<file path="config.mk">
export PLATFORM = sky130hd
export DESIGN_NAME = num_load_flat
export DESIGN_NICKNAME = d
export VERILOG_FILES = /design/src/rtl/num_pkg.sv /design/src/rtl/num_load_if.sv /design/src/rtl/num_load_key_debounce.sv /design/src/rtl/num_load.sv /design/src/flat_wrapper.sv
export SDC_FILE = /design/constraint.sdc
export NUM_CORES = 1
export LEC_CHECK = 0
export BUFFER_PORTS_ARGS = -buffer_cell sky130_fd_sc_hd__clkbuf_2
export CORE_UTILIZATION = 30
export CTS_CLUSTER_SIZE = 8
export DETAILED_ROUTE_END_ITERATION = 10
export HOLD_SLACK_MARGIN = 0.05
export PLACE_DENSITY = 0.5
export SLEW_MARGIN = 20
export SYNTH_ARGS = -nofsm -noshare
export SYNTH_HDL_FRONTEND = slang
export SYNTH_SLANG_ARGS = --single-unit
</file>
<file path="constraint.sdc">
create_clock -name clk -period 1.1 [get_ports clk]
set_input_delay 0.22 -clock clk [delete_from_list [all_inputs] [get_ports clk]]
set_output_delay 0.22 -clock clk [all_outputs]
set_load 0.01 [all_outputs]
</file>
<file path="src/rtl/num_pkg.sv">
// rtl/num_pkg.sv - shared constants and state encoding for the operand-entry sequencer
//
// Holds the FSM state encoding shown on the LEDs, the default operand width
// shared with the 4-bit magnitude comparator, and the default debounce length.
package num_pkg;

    // Default operand width; must match the comparator's A/B inputs.
    localparam int NUM_W = 4;

    // Default debounce length in clock cycles (about 10 ms at 50 MHz).
    localparam int DB_CYCLES_DEF = 500000;

    // Encoding 2'd3 is unused and recovers to S_GET_A.
    typedef enum logic [1:0] {
        S_GET_A = 2'd0,
        S_GET_B = 2'd1,
        S_DONE  = 2'd2
    } num_state_e;

endpackage

</file>
<file path="src/rtl/num_load_if.sv">
// rtl/num_load_if.sv - operand-entry bus between switches/button, sequencer and comparator
//
// Signals:
//   sw       operand value from the slide switches
//   key      raw push button, active-high, asynchronous to clk
//   clr      synchronous clear, active-high
//   a, b     operands to the comparator
//   ab_valid both operands freshly loaded
//   state    current sequencer state, for the LEDs
// Modports:
//   master   drives sw/key/clr, observes the outputs (board side / bench)
//   slave    the sequencer itself
interface num_load_if
    import num_pkg::*;
#(
    parameter int W = NUM_W
);
    logic [W-1:0] sw;
    logic         key;
    logic         clr;
    logic [W-1:0] a;
    logic [W-1:0] b;
    logic         ab_valid;
    logic [1:0]   state;

    modport master (
        output sw, key, clr,
        input  a, b, ab_valid, state
    );

    modport slave (
        input  sw, key, clr,
        output a, b, ab_valid, state
    );
endinterface

</file>
<file path="src/rtl/num_load_key_debounce.sv">
// rtl/num_load_key_debounce.sv - synchroniser, debounce and press detect for the load button
//
// Ports:
//   clk      system clock
//   rst      asynchronous, active-high reset
//   key_raw  raw push button, asynchronous to clk
//   press    single-cycle pulse on an accepted release->press transition
// Option macro: NUM_LOAD_DEBOUNCE_EN
//   defined   - the synchronised key must hold its new level for DB_CYCLES
//               edges before the debounced level follows it
//   undefined - the debounced level simply registers the synchronised key,
//               behaving like DB_CYCLES=1; DB_CYCLES is not used
module key_debounce
    import num_pkg::*;
#(
    parameter int DB_CYCLES = DB_CYCLES_DEF
) (
    input  logic clk,
    input  logic rst,
    input  logic key_raw,
    output logic press
);

    if (DB_CYCLES < 1) begin : g_bad_db_cycles
        $error("key_debounce: DB_CYCLES must be at least 1");
    end

    logic s1;
    logic s2;
    logic level;
    logic level_d;

    // Two-flop synchroniser for the asynchronous button.
    always_ff @(posedge clk or posedge rst) begin
        if (rst) begin
            s1 <= 1'b0;
            s2 <= 1'b0;
        end else begin
            s1 <= key_raw;
            s2 <= s1;
        end
    end

`ifdef NUM_LOAD_DEBOUNCE_EN
    // cnt only ever reaches DB_CYCLES-1, so $clog2(DB_CYCLES) bits suffice.
    localparam int CW = (DB_CYCLES > 1) ? $clog2(DB_CYCLES) : 1;
    localparam logic [CW-1:0] CNT_LAST = CW'(DB_CYCLES - 1);

    logic [CW-1:0] cnt;

    // Any return of s2 to the accepted level restarts the count, so a bounce
    // has to settle for a full DB_CYCLES run before it is believed.
    always_ff @(posedge clk or posedge rst) begin
        if (rst) begin
            cnt   <= '0;
            level <= 1'b0;
        end else if (s2 == level) begin
            cnt <= '0;
        end else if (cnt == CNT_LAST) begin
            level <= s2;
            cnt   <= '0;
        end else begin
            cnt <= cnt + 1'b1;
        end
    end
`else
    always_ff @(posedge clk or posedge rst) begin
        if (rst) begin
            level <= 1'b0;
        end else begin
            level <= s2;
        end
    end
`endif

    always_ff @(posedge clk or posedge rst) begin
        if (rst) begin
            level_d <= 1'b0;
        end else begin
            level_d <= level;
        end
    end

    // Rising edge of the accepted level only; a release produces nothing.
    assign press = level & ~level_d;

endmodule

</file>
<file path="src/rtl/num_load.sv">
// rtl/num_load.sv - two-operand entry sequencer feeding the 4-bit magnitude comparator
//
// Ports:
//   clk  system clock
//   rst  asynchronous, active-high reset
//   bus  num_load_if.slave: sw/key/clr in, a/b/ab_valid/state out
// Each accepted button press loads the switch value: first into a, then into
// b (raising ab_valid); a press after that starts a new pair in a.
// Option macro: NUM_LOAD_DEBOUNCE_EN (see key_debounce).
module num_load
    import num_pkg::*;
#(
    parameter int W         = NUM_W,
    parameter int DB_CYCLES = DB_CYCLES_DEF
) (
    input  logic        clk,
    input  logic        rst,
    num_load_if.slave   bus
);

    logic press;

    num_state_e   state_q, state_n;
    logic [W-1:0] a_q, a_n;
    logic [W-1:0] b_q, b_n;
    logic         valid_q, valid_n;

    key_debounce #(
        .DB_CYCLES (DB_CYCLES)
    ) u_key_debounce (
        .clk     (clk),
        .rst     (rst),
        .key_raw (bus.key),
        .press   (press)
    );

    always_ff @(posedge clk or posedge rst) begin
        if (rst) begin
            state_q <= S_GET_A;
            a_q     <= '0;
            b_q     <= '0;
            valid_q <= 1'b0;
        end else begin
            state_q <= state_n;
            a_q     <= a_n;
            b_q     <= b_n;
            valid_q <= valid_n;
        end
    end

    always_comb begin
        state_n = state_q;
        a_n     = a_q;
        b_n     = b_q;
        valid_n = valid_q;

        if (bus.clr) begin
            // clr wins over a coincident press; that press is dropped.
            state_n = S_GET_A;
            a_n     = '0;
            b_n     = '0;
            valid_n = 1'b0;
        end else begin
            case (state_q)
                S_GET_A, S_DONE: begin
                    if (press) begin
                        a_n     = bus.sw;
                        b_n     = '0;
                        valid_n = 1'b0;
                        state_n = S_GET_B;
                    end
                end
                S_GET_B: begin
                    if (press) begin
                        b_n     = bus.sw;
                        valid_n = 1'b1;
                        state_n = S_DONE;
                    end
                end
                default: begin
                    state_n = S_GET_A;
                    a_n     = '0;
                    b_n     = '0;
                    valid_n = 1'b0;
                end
            endcase
        end
    end

    assign bus.a        = a_q;
    assign bus.b        = b_q;
    assign bus.ab_valid = valid_q;
    assign bus.state    = state_q;

endmodule

</file>
<file path="src/flat_wrapper.sv">
// flat-port wrapper written by rule: the top's interface ports become plain ports
module num_load_flat import num_pkg::*;
#(
    parameter int W         = NUM_W,
    parameter int DB_CYCLES = DB_CYCLES_DEF
)
  (clk, rst, bus_sw, bus_key, bus_clr, bus_a, bus_b, bus_ab_valid, bus_state);
  num_load_if #(.W(W)) bus_i ();
  input  logic clk;
  input  logic rst;
  input wire logic [$bits(bus_i.sw)-1:0] bus_sw;
  input wire logic [$bits(bus_i.key)-1:0] bus_key;
  input wire logic [$bits(bus_i.clr)-1:0] bus_clr;
  output wire logic [$bits(bus_i.a)-1:0] bus_a;
  output wire logic [$bits(bus_i.b)-1:0] bus_b;
  output wire logic [$bits(bus_i.ab_valid)-1:0] bus_ab_valid;
  output wire logic [$bits(bus_i.state)-1:0] bus_state;
  assign bus_i.sw = bus_sw;
  assign bus_i.key = bus_key;
  assign bus_i.clr = bus_clr;
  assign bus_a = bus_i.a;
  assign bus_b = bus_i.b;
  assign bus_ab_valid = bus_i.ab_valid;
  assign bus_state = bus_i.state;
  num_load #(.W(W), .DB_CYCLES(DB_CYCLES)) u_core (.clk(clk), .rst(rst), .bus(bus_i));
endmodule
</file>
Word-level counts from Yosys, hierarchy flattened
Index checks and enable logic that the tools add are counted.
- bits in registers: 15
- input bits: 8
- output and inout bits: 11
- word-level logic and storage cells: 33
- equality and inequality tests: 5
- multiplexer cells: 14
- bitwise logic cells: 2
- reduce and logical (&&, ||, !) cells: 4
- operators with widths (kind ; number):
    4-bit two-way mux ; 4
    4-bit one-hot mux with 2 select lines ; 2
    2-bit two-way mux ; 3
    3-bit by 2-bit != test with 1-bit output, second input constant ; 2
    2-bit one-hot mux with 2 select lines ; 1
    2-bit AND reduction ; 2
    1-bit two-way mux ; 3
    2-bit by 1-bit == test with 1-bit output, second input constant ; 1
    2-bit == test, second input constant ; 1
    2-bit zero test ; 1
    2-bit != test, second input constant ; 1
    1-bit one-hot mux with 2 select lines ; 1
    2-bit OR reduction ; 1
    1-bit AND ; 1
    1-bit NOT ; 1

Longest topological paths before layout
Gate-level depths: netlist (run 1).
- word-level depth: 5
- mapped depth: 4
- gate-level depth less buffers: 3

By module
A second synthesis (run 1) with hierarchy kept.
- cells, all modules: 54
- area, all modules: 634.4 um^2
- by module, submodules not included (module ; instances ; cells each ; area each (um^2) ; sequential area each (um^2)):
    num_load ; 1 ; 48 ; 516.7 ; 250.2
    key_debounce ; 1 ; 6 ; 117.6 ; 100.1

Least setup slack after synthesis (run 1)
Ideal clock, no wire load.
- path type: register -> register
- start point: reg u_core.state_q[0] (netlist: u_core.bus.state[0])
- end point: reg u_core.a_q[0] (netlist: u_core.bus.a[0])
- setup time: 0.083 ns
- data arrival time: 0.958 ns
- required time: 1.017 ns
- setup slack: 0.059 ns
- stages on the path, launching flop included: 4
- buffers on the path: 0
- period minus slack after synthesis: 1.041 ns
- cell sequence: dfrtp_1 nor3b_1 nand2_1 a31oi_1
- longest elaborated chain between the ends: 4
- elaborated cells on any way between the ends: 9
- classes of those cells: eq/ne: 4; mux: 2; reduce/logical: 3
- RTL lines (element ; RTL line ; source):
    start, declared ; num_load.sv:23 ; num_state_e state_q, state_n;
    start signal, assigned ; num_load.sv:44 ; state_q <= state_n;
    2-bit == test / 2-bit zero test (equally long branches) ; num_load.sv:64 ; case (state_q)
    2-bit OR reduction ; num_load.sv:64 ;
    4-bit one-hot mux with 2 select lines / 3-bit by 2-bit != test with 1-bit output (equally long branches) ; -- ;
    4-bit two-way mux / 2-bit AND reduction (equally long branches) ; -- ;
    end signal, assigned ; num_load.sv:45 ; a_q <= a_n;
    end, declared ; num_load.sv:24 ; logic [W-1:0] a_q, a_n;
Parallel ways exist; a longest one is shown, timed or not.
A chain may end at the register's enable or synchronous reset.

Final worst setup path (run 1)
- start point: reg u_core.state_q[0] (netlist: u_core.bus.state[0])
- end point: out bus_state[0]
- RTL lines (element ; RTL line ; source):
    end, declared ; flat_wrapper.sv:17 ; output wire logic [$bits(bus_i.state)-1:0] bus_state;
No word-level cell between the ends.

==> results.rst, run 1 <==
.. list-table::
   :header-rows: 1

   * - Metric
     - Value
   * - Post-synthesis share of cell area spent on and, or, nand and nor gates
     - between 20% and 30%
   * - DRC Markers
     - 0
   * - Max Root-Sink Buffers
     - 2
   * - Share of cells above drive strength 1
     - 46.5%
   * - Synthesis-to-finish area growth
     - 37.4%
   * - Number of distinct library cells after synthesis
     - 19
   * - Leading post-synthesis cells by cell area
     - sky130_fd_sc_hd__dfrtp_1, sky130_fd_sc_hd__nand3b_1, sky130_fd_sc_hd__nand2_1, sky130_fd_sc_hd__a31oi_1, sky130_fd_sc_hd__buf_4
   * - Type of the worst min-delay path
     - input pin to register
   * - Largest net degree at the start of global routing
     - 15
   * - Compound-Gate Fraction of Synth Area
     - 12.5%
   * - Clock latency on the worst-skew pair
     - roughly 0.28 ns
   * - DRC violation total after the first TritonRoute iteration
     - 8
   * - Arrival time at the worst endpoint
     - approximately 0.96 ns
   * - CP startpoint kind
     - register
   * - Number of clock sinks
     - 14
   * - Port buffer count
     - 18
   * - Area fraction of the dominant cell type after synthesis
     - between 50% and 60%
   * - Global-route wire length before repair
     - 2.03 mm
   * - Router iterations before antenna repair
     - 4
   * - Setup_tns
     - -0.134 ns
   * - Num ports
     - 19
   * - Cell Count, Final, Fillers Out
     - between 100 and 150
   * - Maximum level of the CTS H-tree
     - 1
   * - Final period util
     - 107%
   * - Syn_nets
     - 69
   * - Final wirelength
     - roughly 1.4 mm
   * - Power density over cell area
     - about 1100 nW/um2
   * - Hold Vio Cnt, Final
     - 0
   * - Most used standard cell by instance count after synthesis
     - sky130_fd_sc_hd__dfrtp_1
   * - Async set or reset register ratio after synthesis
     - 100%
   * - Die outline width
     - ~48 um
   * - Post-route clock skew
     - 0.00415 ns
   * - Crit path kind
     - register to output pin
   * - Largest area contributor in the synthesized netlist
     - sky130_fd_sc_hd__dfrtp_1
   * - Post-Synth Adder-Cell Area
     - 0%
   * - Crit-path max FO
     - 5
   * - Number of nets still failing antenna checks after routing
     - 0
   * - Leakage
     - between 0.3 and 0.4 nW
   * - Placed cell areas
     - approximately 760 um2
   * - Nets@finish
     - 96
   * - Maximum achievable frequency
     - roughly 850 MHz
   * - Vias after detailed routing
     - about 540
   * - Clk root buf
     - sky130_fd_sc_hd__clkbuf_4
   * - Ratio of routed vias to standard cells
     - roughly 4.7
   * - Number of maximum-capacitance constraint violations
     - 0
   * - Mean Syn Cell Area
     - 10.5 um2
   * - Gr usage total
     - 12.9%
   * - Share of the yosys chip area belonging to registers
     - 54.6%
   * - Final period demand of the worst path
     - about 1.2 ns
   * - Dominant combinational cell family by area after synthesis
     - simple AND/OR/NAND/NOR gates
   * - Post-synth top flop
     - sky130_fd_sc_hd__dfrtp_1
   * - Required time of the critical path
     - about 0.88 ns
   * - Filler instances
     - around 200
   * - ANT cells
     - 0
   * - Number of cells after detailed placement
     - around 110
   * - Count of flip-flops with a built-in enable after synthesis
     - 0
   * - WL per Instance
     - ~13 um
   * - Post-route cell area
     - roughly 900 um2
   * - CTS tree
     - yes
   * - Core Region
     - approximately 2000 um2
   * - Dominant cell type by count on the critical path
     - sky130_fd_sc_hd__buf_6
   * - Cells along the critical path
     - buf_6 -> buf_6
   * - Leading cell types by count after synthesis
     - sky130_fd_sc_hd__dfrtp_1, sky130_fd_sc_hd__nand2_1, sky130_fd_sc_hd__nand3b_1
   * - Final Max Tran Viols
     - 0
   * - Cells after Synth
     - 61
   * - Final design utilization
     - 44.5%
   * - Synth warn
     - 0
   * - Delay contributed by the slowest stage of the critical path
     - between 0.4 and 0.5 ns
   * - Xor and xnor fraction of the mapped netlist area
     - 0%
   * - Setup repair after global routing missed its margin
     - true
   * - Total CTS buffers
     - 3
   * - Cells on Worst Hold Path
     - 3
   * - Violations in the final reports
     - negative setup slack
   * - Post-synthesis cell area
     - between 600 and 700 um2
   * - Clock transition at the registers of the reported paths
     - approximately 0.080 ns
   * - Number of antenna violations at the first check in global routing
     - 0
   * - Post-route worst setup slack
     - -0.0772 ns
   * - Gpl congestion
     - around 0.75
   * - Critical Path Slowest Stage Cell
     - sky130_fd_sc_hd__dfrtp_2
   * - DIE AREA
     - around 2300 um2
   * - Height of the die
     - around 48 um
   * - Via count of the first global-routing pass
     - around 430
   * - Multiplexer fraction of the synthesized cell area
     - 0%
   * - R2R cell count
     - 4
   * - Worst ir drop on vdd
     - approximately 0.53 mV
   * - Total power of the final layout
     - approximately 1 mW
   * - Starting Density
     - 32.4%
   * - Critical Path End Type
     - output pin
   * - Number of failing setup endpoints in the final timing report
     - 3
   * - Relative max-transition margin
     - roughly four fifths
   * - Transition time at the pin with the least slew margin
     - 0.271 ns
   * - Outcome
     - finished with violations
   * - Final global-route overflow total
     - 0
   * - #FFs+latches synth
     - 14
   * - FP Rows
     - 16
cells by family (layout without fill, tap and decap cells):
logic type / after synthesis / in the layout
buf+inv: 9 / 33
flops: 14 / 14
compound gates: 12 / 12
simple gates: 26 / 27
final timing paths:
path                                               startpoint                               endpoint  slack, ns
max                           u_core.bus.state[0]$_DFFE_PP0P_                           bus_state[0]      -0.08
min                                                 bus_sw[3]            u_core.bus.b[3]$_DFFE_PP0P_       0.19
max reg2reg                   u_core.bus.state[0]$_DFFE_PP0P_            u_core.bus.b[0]$_DFFE_PP0P_      -0.03
min reg2reg                u_core.u_key_debounce.s1$_DFF_PP0_     u_core.u_key_debounce.s2$_DFF_PP0_       0.35
max in group asynchronous                                 rst        u_core.bus.state[0]$_DFFE_PP0P_       0.45
min in group asynchronous                                 rst  u_core.u_key_debounce.level$_DFF_PP0_       0.46
cell type report:
class / count / area (um2) / area share (%)
clock buffer: 3 / 22.5 / 2.55
tap: 27 / 33.8 / 3.83
multi-input combinational: 39 / 275 / 31.2
sequential: 14 / 354 / 40.1
inverter: 3 / 11.3 / 1.28
timing repair buffer: 27 / 185 / 21.0
worst max-delay path, delay by kind of cell, from the launching register on:
family	cells	cell delay (ns)
buffers and inverters	2	0.24
DFF	1	0.44
through the flow:
step | hold slack (ns) | worst slack, ns
after global routing | 0.188 | -0.111
after global placement | 0.209 | 0.00493
after floorplan | 0.109 | 0.0591
after CTS | 0.175 | -0.0984
final | 0.188 | -0.0772
after detailed placement | 0.210 | 0.00147
state kept, by name (all words and copies together), names as in the netlist:
| signal | cells |
|---|---|
| u_core.bus.b | 4 |
| u_core.u_key_debounce.level_d | 1 |
| u_core.u_key_debounce.s1 | 1 |
| u_core.bus.state | 2 |
| u_core.bus.a | 4 |
| u_core.u_key_debounce.level | 1 |
| u_core.u_key_debounce.s2 | 1 |
per-layer routing:
metal	up-vias	global-route usage, %	part of all wire (%)
met5	-	0	0
met3	0	5.56	3.5
met1	258	18.9	53
met2	16	17.3	44
met4	0	3.33	0
li1	262	-	-
cell usage in the layout, fill, tap and decap left out, drive strengths merged:
cell type     n
nand2b        1
nand4b        2
a211o         2
dfrtp        14
a21oi         6
nor2          1
buf          10
dlygate4sd3   2
clkbuf       18
a31oi         4
nand2         8
nand3b        7
nand3         4
nor3b         1
inv           3
nor2b         3
power by group:
| part | switching [mW] | internal (mW) | leakage (nW) | total (mW) |
|---|---|---|---|---|
| combinational | 0.0728 | 0.0751 | 0.199 | 0.148 |
| sequential | 0.0213 | 0.535 | 0.180 | 0.556 |
| clock | 0.159 | 0.127 | 0.0138 | 0.286 |
repair_timing:
action                                  in CTS  in global routing
buffers inserted                             2                  0
hold buffers                                 2                  0
resized for setup                            2                 15
endpoints found under the setup margin       5                 12
pin swaps                                    2                  4
hold endpoints to repair                    15                  0
cloned                                       0                  1
(Power assumes the default switching activity.)
==> run 2: changes to the inputs <==
CORE_UTILIZATION = 35   (was 30)
PLACE_DENSITY = 0.57   (was 0.5)
==> run 2 against run 1 <==
The run still ends with negative setup slack left. Non-clock buffer count up 6. First-iteration DRC count fell by 50%. Critical path depth did not move. Highest routed layer unchanged. Utilization grew 12 points. Register-to-register slack about the same. Global-route usage rose by 2.2 points. Final area up 9.6%. Final cell count grew 4.4%. Clock skew up 0.0026 ns. Clock power increased by 26%. Sequential cell count unchanged.
==> results.rst, run 2 (synthesis results as in run 1) <==
.. list-table::
   :header-rows: 1

   * - Metric
     - Value
   * - Share of cells above drive strength 1
     - 53.8% (was 46.5%)
   * - Leading cell type in the layout, fill and taps excluded
     - sky130_fd_sc_hd__clkbuf_2 (unchanged)
   * - Placed cell areas
     - 766 um2 (was 761 um2)
   * - Final global-route overflow total
     - 0 (unchanged)
   * - Dominant cell type by count on the critical path
     - sky130_fd_sc_hd__buf_6 (unchanged)
   * - Number of clock sinks
     - 14 (unchanged)
   * - Core Region
     - 1730 um2 (was 1980 um2)
   * - Clock transition at the registers of the reported paths
     - 0.08 ns (about the same)
   * - Die outline width
     - 44.8 um (was 48.3 um)
   * - Final period demand of the worst path
     - 1.14 ns (was 1.18 ns)
   * - Net load switching power
     - 0.260 mW (was 0.253 mW)
   * - Max Root-Sink Buffers
     - 2 (unchanged)
   * - Delay contributed by the slowest stage of the critical path
     - 0.41 ns (was 0.44 ns)
   * - Number of cells after detailed placement
     - 104 (was 105)
   * - Number of antenna violations at the first check in global routing
     - 0 (unchanged)
   * - Worst slack on hold paths
     - 0.186 ns (was 0.188 ns)
   * - Clock latency on the worst-skew pair
     - 0.28 ns (about the same)
   * - Gpl congestion
     - 0.783 (was 0.752)
   * - Violations in the final reports
     - negative setup slack (unchanged)
   * - Detail Placement HPWL
     - ~890 um
   * - Cell Count, Final, Fillers Out
     - 118 (was 113)
   * - Global-route wire length before repair
     - 2.12 mm (was 2.03 mm)
   * - DIE AREA
     - 2010 um2 (was 2330 um2)
   * - Type of the worst min-delay path
     - input pin to register (unchanged)
   * - Number of maximum-capacitance constraint violations
     - 0 (unchanged)
   * - Port buffer count
     - 18 (unchanged)
   * - Post-route worst setup slack
     - -0.0428 ns (was -0.0772 ns)
   * - Synthesis-to-finish area growth
     - 50.7% (was 37.4%)
   * - Filler instances
     - 173 (was 195)
   * - Power density over cell area
     - 1120 nW/um2 (about the same)
   * - Arrival time at the worst endpoint
     - 0.92 ns (was 0.96 ns)
   * - Number of nets still failing antenna checks after routing
     - 0 (unchanged)
   * - Setup repair after global routing missed its margin
     - true (unchanged)
   * - Final wirelength
     - 1.40 mm (was 1.44 mm)
   * - Relative max-transition margin
     - 82.4% (was 81.9%)
   * - Num ports
     - 19 (unchanged)
   * - Pre-CTS setup slack
     - 0.00501 ns (was 0.00147 ns)
   * - Most frequent cells in the layout
     - sky130_fd_sc_hd__clkbuf_2, sky130_fd_sc_hd__dfrtp_1, sky130_fd_sc_hd__buf_4 (was sky130_fd_sc_hd__clkbuf_2, sky130_fd_sc_hd__dfrtp_1, sky130_fd_sc_hd__nand3b_1, sky130_fd_sc_hd__nand2_1, sky130_fd_sc_hd__buf_4)
   * - Maximum achievable frequency
     - 875 MHz (was 849 MHz)
   * - Switching Share
     - 23.9% (was 25.6%)
   * - Crit-path max FO
     - 3 (was 5)
   * - Total CTS buffers
     - 3 (unchanged)
   * - Post-route clock skew
     - 0.00671 ns (was 0.00415 ns)
   * - DRC Markers
     - 0 (unchanged)
   * - Maximum level of the CTS H-tree
     - 1 (unchanged)
   * - Critical Path Slowest Stage Cell
     - sky130_fd_sc_hd__dfrtp_1 (was sky130_fd_sc_hd__dfrtp_2)
   * - Nets@finish
     - 102 (was 96)
   * - Router iterations before antenna repair
     - 3 (was 4)
   * - Cells along the critical path
     - buf_6 -> buf_6 (unchanged)
   * - Final period util
     - 104% (was 107%)
   * - Relative contribution of the clock network to total power
     - 33.1% (was 28.9%)
   * - Part of the total power dissipated in combinational logic
     - 16.2% (was 14.9%)
   * - Leakage
     - 0.431 nW (was 0.392 nW)
   * - Final Max Tran Viols
     - 0 (unchanged)
   * - Crit path kind
     - register to output pin (unchanged)
   * - Total buffers and inverters traversed by the critical path
     - 2 (unchanged)
   * - Sequential fraction of design power
     - 50.8% (was 56.2%)
   * - Design internal power
     - 0.828 mW (was 0.737 mW)
   * - FP Rows
     - 15 (was 16)
   * - Transition time at the pin with the least slew margin
     - 0.263 ns (was 0.271 ns)
   * - Largest net degree at the start of global routing
     - 15 (unchanged)
   * - Post-route cell area
     - 967 um2 (was 882 um2)
   * - Height of the die
     - 44.8 um (was 48.3 um)
   * - Ratio of routed vias to standard cells
     - 4.58 (was 4.74)
   * - Number of failing setup endpoints in the final timing report
     - 5 (was 3)
   * - Starting Density
     - 37.2% (was 32.4%)
   * - DRC violation total after the first TritonRoute iteration
     - 4 (was 8)
   * - CP startpoint kind
     - register (unchanged)
   * - Vias after detailed routing
     - 541 (was 536)
   * - Via count of the first global-routing pass
     - 485 (was 429)
   * - Family with the most delay on the worst path
     - flip-flops (unchanged)
   * - Required time of the critical path
     - 0.88 ns (about the same)
   * - Worst ir drop on vdd
     - 0.551 mV (was 0.526 mV)
   * - Gr usage total
     - 15.1% (was 12.9%)
   * - ANT cells
     - 0 (unchanged)
   * - Outcome
     - finished with violations (unchanged)
   * - Critical Path End Type
     - output pin (unchanged)
   * - Hold Vio Cnt, Final
     - 0 (unchanged)
   * - CTS tree
     - yes (unchanged)
   * - WL per Instance
     - 11.9 um (was 12.7 um)
   * - Setup_tns
     - -0.157 ns (was -0.134 ns)
   * - Clk root buf
     - sky130_fd_sc_hd__clkbuf_4 (unchanged)
[run 2: cell types whose count changed in the layout (fill, tap and decap cells not counted), sizes merged]
cell / delta
clkbuf: +1
buf: +6
[run 2: layer usage]
metal / GRT usage, % / wire length, um / vias up / part of all wire [%]
li1: - / - / 279 / -
met1: 19.7 / 715 / 248 / 51
met2: 23.5 / 631 / 14 / 45
met3: 6.00 / 52 / 0 / 3.7
met4: 3.64 / 0 / 0 / 0
met5: 0 / 0 / - / 0
[run 2: per-stage QoR]
step                power (mW)  utilization [%]
floorplan                0.635                -
global placement         0.684             44.3
detailed placement       0.683             44.3
CTS                       1.08             51.4
global route              1.14             56.0
finish                    1.09             56.0
[run 2: worst min-delay path, delay by kind of cell]
family	cells	cell delay, ns
AND/OR/NAND/NOR	1	0.07
buffers and inverters	1	0.10
AO/OA/AOI/OAI	1	0.05
[run 2: cell type report]
class / instances / area (um2) / area share, %
clock buffer: 4 / 36.3 / 3.75
timing repair buffer: 33 / 241 / 25.0
tap: 25 / 31.3 / 3.23
sequential: 14 / 352 / 36.4
inverter: 3 / 11.3 / 1.16
multi-input combinational: 39 / 295 / 30.5
[run 2: power by group through the flow]
| stage | clock [mW] | sequential, mW | combinational (mW) |
|---|---|---|---|
| 2_1_floorplan | 0 | 0.565 | 0.0704 |
| 3_3_place_gp | 0 | 0.560 | 0.124 |
| 3_5_place_dp | 0 | 0.559 | 0.124 |
| 4_1_cts | 0.375 | 0.550 | 0.154 |
| 5_1_grt | 0.394 | 0.555 | 0.191 |
| 6_report | 0.360 | 0.552 | 0.176 |
[run 2: worst paths after layout]
kind	cells after the start	startpoint	end	slack, ns
worst min-delay path	3	bus_sw[3]	u_core.bus.b[3]$_DFFE_PP0P_	0.19
min in group asynchronous	4	rst	u_core.bus.a[1]$_DFFE_PP0P_	0.47
worst min register to register	0	u_core.u_key_debounce.s2$_DFF_PP0_	u_core.u_key_debounce.level$_DFF_PP0_	0.35
max in group asynchronous	4	rst	u_core.u_key_debounce.level_d$_DFF_PP0_	0.45
worst max-delay path	2	u_core.bus.state[0]$_DFFE_PP0P_	bus_state[0]	-0.04
worst max register to register	4	u_core.bus.state[0]$_DFFE_PP0P_	u_core.bus.b[0]$_DFFE_PP0P_	-0.04
[run 2: timing repair]
item	4_1_cts	5_1_grt
setup buffers	6	1
gates resized for setup	5	17
hold endpoints to repair	15	0
pin swaps	5	8
gates cloned	0	1
setup endpoints to repair	5	13
hold buffers	2	0
==> run 3: changes to the inputs <==
==> constraint.sdc (replaced) <==
create_clock -name clk -period 1.1 [get_ports clk]
set_input_delay 0 -clock clk [delete_from_list [all_inputs] [get_ports clk]]
set_output_delay 0 -clock clk [all_outputs]
set_load 0.01 [all_outputs]
==> run 3 against run 2 <==
The run now ends clean. Via count is 5.2% lower. Hold slack better by 0.093 ns. Sequential cell count stayed put. Wire length is 7.4% lower. Sequential power hardly changed. Maximum frequency is 7.1% higher. Utilization is 5.0 points lower. Sequential share of layout area is 3.6 points higher. First-iteration DRC count grew to 3.5 times the previous value. Critical path type is now register to register. Largest power group unchanged.
==> results.rst, run 3 (synthesis results as in run 1) <==
.. list-table::
   :header-rows: 1

   * - Metric
     - Value
   * - Leading cell type in the layout, fill and taps excluded
     - sky130_fd_sc_hd__clkbuf_2 (unchanged)
   * - Clock latency on the worst-skew pair
     - 0.28 ns (about the same)
   * - DIE AREA
     - 2010 um2 (unchanged)
   * - Height of the die
     - 44.8 um (unchanged)
   * - Relative max-transition margin
     - 65.0% (was 82.4%)
   * - Final period demand of the worst path
     - 1.07 ns (was 1.14 ns)
   * - Detail Placement HPWL
     - 899 um (was 889 um)
   * - Crit-path max FO
     - 5 (was 3)
   * - Critical Path Slowest Stage Cell
     - sky130_fd_sc_hd__dfrtp_2 (was sky130_fd_sc_hd__dfrtp_1)
   * - Max Root-Sink Buffers
     - 2 (unchanged)
   * - Num ports
     - 19 (unchanged)
   * - Delay contributed by the slowest stage of the critical path
     - 0.44 ns (was 0.41 ns)
   * - Power density over cell area
     - 1200 nW/um2 (was 1120 nW/um2)
   * - WL per Instance
     - 11.3 um (was 11.9 um)
   * - CP startpoint kind
     - register (unchanged)
   * - ANT cells
     - 0 (unchanged)
   * - Largest net degree at the start of global routing
     - 15 (unchanged)
   * - Hold Vio Cnt, Final
     - 0 (unchanged)
   * - Arrival time at the worst endpoint
     - 1.28 ns (was 0.92 ns)
   * - Global-route wire length before repair
     - 2.06 mm (was 2.12 mm)
   * - Post-route clock skew
     - 0.00207 ns (was 0.00671 ns)
   * - Final design utilization
     - 51.0% (was 56.0%)
   * - Synthesis-to-finish area growth
     - 37.2% (was 50.7%)
   * - Number of nets still failing antenna checks after routing
     - 0 (unchanged)
   * - CTS tree
     - yes (unchanged)
   * - DRC violation total after the first TritonRoute iteration
     - 14 (was 4)
   * - Number of clock sinks
     - 14 (unchanged)
   * - Outcome
     - complete, no violations (was finished with violations)
   * - Final period util
     - 97.0% (was 104%)
   * - Final wirelength
     - 1.30 mm (was 1.40 mm)
   * - Starting Density
     - 37.2% (unchanged)
   * - Required time of the critical path
     - 1.31 ns (was 0.88 ns)
   * - Cell Count, Final, Fillers Out
     - 115 (was 118)
   * - Final Max Tran Viols
     - 0 (unchanged)
   * - Number of antenna violations at the first check in global routing
     - 0 (unchanged)
   * - Number of failing setup endpoints in the final timing report
     - 0 (was 5)
   * - Setup repair after global routing missed its margin
     - true (unchanged)
   * - Crit path kind
     - register to register (was register to output pin)
   * - Core Region
     - 1730 um2 (unchanged)
   * - Maximum level of the CTS H-tree
     - 1 (unchanged)
   * - Transition time at the pin with the least slew margin
     - 0.525 ns (was 0.263 ns)
   * - Type of the worst min-delay path
     - input pin to asynchronous set/reset pin (was input pin to register)
   * - Via count of the first global-routing pass
     - 442 (was 485)
   * - Ratio of routed vias to standard cells
     - 4.46 (was 4.58)
   * - Number of maximum-capacitance constraint violations
     - 0 (unchanged)
   * - Cells along the critical path
     - buf_4 -> a211o_1 -> a21oi_2 (was buf_6 -> buf_6)
   * - Minimum setup slack among reg-to-reg paths
     - 0.03 ns (was -0.04 ns)
   * - R2R cell count
     - 3 (was 4)
   * - Filler instances
     - 164 (was 173)
   * - Maximum achievable frequency
     - 937 MHz (was 875 MHz)
   * - Share of cells above drive strength 1
     - 37.8% (was 53.8%)
   * - Gpl congestion
     - 0.781 (was 0.783)
   * - Clk root buf
     - sky130_fd_sc_hd__clkbuf_4 (unchanged)
   * - Total CTS buffers
     - 3 (unchanged)
   * - Most frequent cells in the layout
     - sky130_fd_sc_hd__clkbuf_2, sky130_fd_sc_hd__dfrtp_1, sky130_fd_sc_hd__nand2_1 (was sky130_fd_sc_hd__clkbuf_2, sky130_fd_sc_hd__dfrtp_1, sky130_fd_sc_hd__buf_4)
   * - Number of cells after detailed placement
     - 103 (was 104)
   * - Total power of the final layout
     - 1.06 mW (was 1.09 mW)
   * - Clock transition at the registers of the reported paths
     - 0.08 ns (about the same)
   * - Vias after detailed routing
     - 513 (was 541)
   * - DRC Markers
     - 0 (unchanged)
   * - Nets@finish
     - 99 (was 102)
   * - Gr usage total
     - 14.7% (was 15.1%)
   * - Die outline width
     - 44.8 um (unchanged)
   * - FP Rows
     - 15 (unchanged)
   * - Port buffer count
     - 18 (unchanged)
   * - Leakage
     - 0.399 nW (was 0.431 nW)
   * - Worst ir drop on vdd
     - 0.866 mV (was 0.551 mV)
   * - Final global-route overflow total
     - 0 (unchanged)
   * - Router iterations before antenna repair
     - 4 (was 3)
   * - Critical Path End Type
     - register (was output pin)
run 3: cell types whose count changed in the layout (fill, tap and decap cells not counted), moves of 3 or more:
| cell | previous run | this run |
|---|---|---|
| sky130_fd_sc_hd__buf_6 | 7 | 0 |
| sky130_fd_sc_hd__dlygate4sd3_1 | 2 | 7 |
| sky130_fd_sc_hd__a21oi_1 | 0 | 4 |
| sky130_fd_sc_hd__a21oi_2 | 6 | 2 |
| sky130_fd_sc_hd__buf_4 | 9 | 6 |
| sky130_fd_sc_hd__clkbuf_2 | 15 | 18 |
run 3: area by class of cell:
cell class / instances / area (um2) / share of cell area, %
well taps: 25 / 31.3 / 3.55
flip-flops and latches: 14 / 352 / 39.9
multi-input cells: 38 / 245 / 27.8
clock buffers: 4 / 36.3 / 4.12
repair buffers: 31 / 205 / 23.3
inverters: 3 / 11.3 / 1.28
run 3: worst paths after layout:
check / from / endpoint
min reg2reg: u_core.u_key_debounce.s2$_DFF_PP0_ / u_core.u_key_debounce.level$_DFF_PP0_
min in group clk: u_core.u_key_debounce.s2$_DFF_PP0_ / u_core.u_key_debounce.level$_DFF_PP0_
max in group asynchronous: rst / u_core.bus.state[0]$_DFFE_PP0P_
max: u_core.bus.state[0]$_DFFE_PP0P_ / u_core.bus.b[1]$_DFFE_PP0P_
max reg2reg: u_core.bus.state[0]$_DFFE_PP0P_ / u_core.bus.b[1]$_DFFE_PP0P_
min: rst / u_core.bus.a[3]$_DFFE_PP0P_
run 3: layer usage:
| layer | GRT usage (%) | up-vias | share of wire, % |
|---|---|---|---|
| li1 | - | 268 | - |
| met4 | 3.64 | 0 | 0 |
| met2 | 20.0 | 14 | 40 |
| met1 | 21.4 | 231 | 55 |
| met5 | 0 | - | 0 |
| met3 | 6.00 | 0 | 4.3 |
run 3: worst max-delay path, delay by kind of cell (launching register included):
| family | cells | cell delay, ns |
|---|---|---|
| flip-flops | 1 | 0.44 |
| AO/OA/AOI/OAI | 2 | 0.40 |
| buffers and inverters | 1 | 0.15 |
run 3: report_power, final:
group	switching [mW]	internal [mW]	leakage [nW]
logic	0.0712	0.0717	0.195
clock network	0.162	0.201	0.0210
registers	0.0160	0.535	0.183
total	0.250	0.808	0.399
run 3: timing repair:
item | 4_1_cts | 5_1_grt
hold buffers | 7 | 0
setup buffers | 0 | 1
gates resized for setup | 2 | 1
hold endpoints to repair | 25 | 0
pin swaps | 0 | 1
endpoints found under the setup margin | 2 | 8
run 3: per-stage QoR:
stage          hold slack (ns)  cell area (um2)  setup slack, ns  TNS (ns)
4_1_cts                  0.290              872           0.0261         0
2_1_floorplan           -0.111              642           0.0591         0
3_5_place_dp            0.0490              758           0.0104         0
3_3_place_gp            0.0510              758           0.0210         0
5_1_grt                  0.340              881          -0.0266   -0.0714
6_report                 0.279              881           0.0328         0
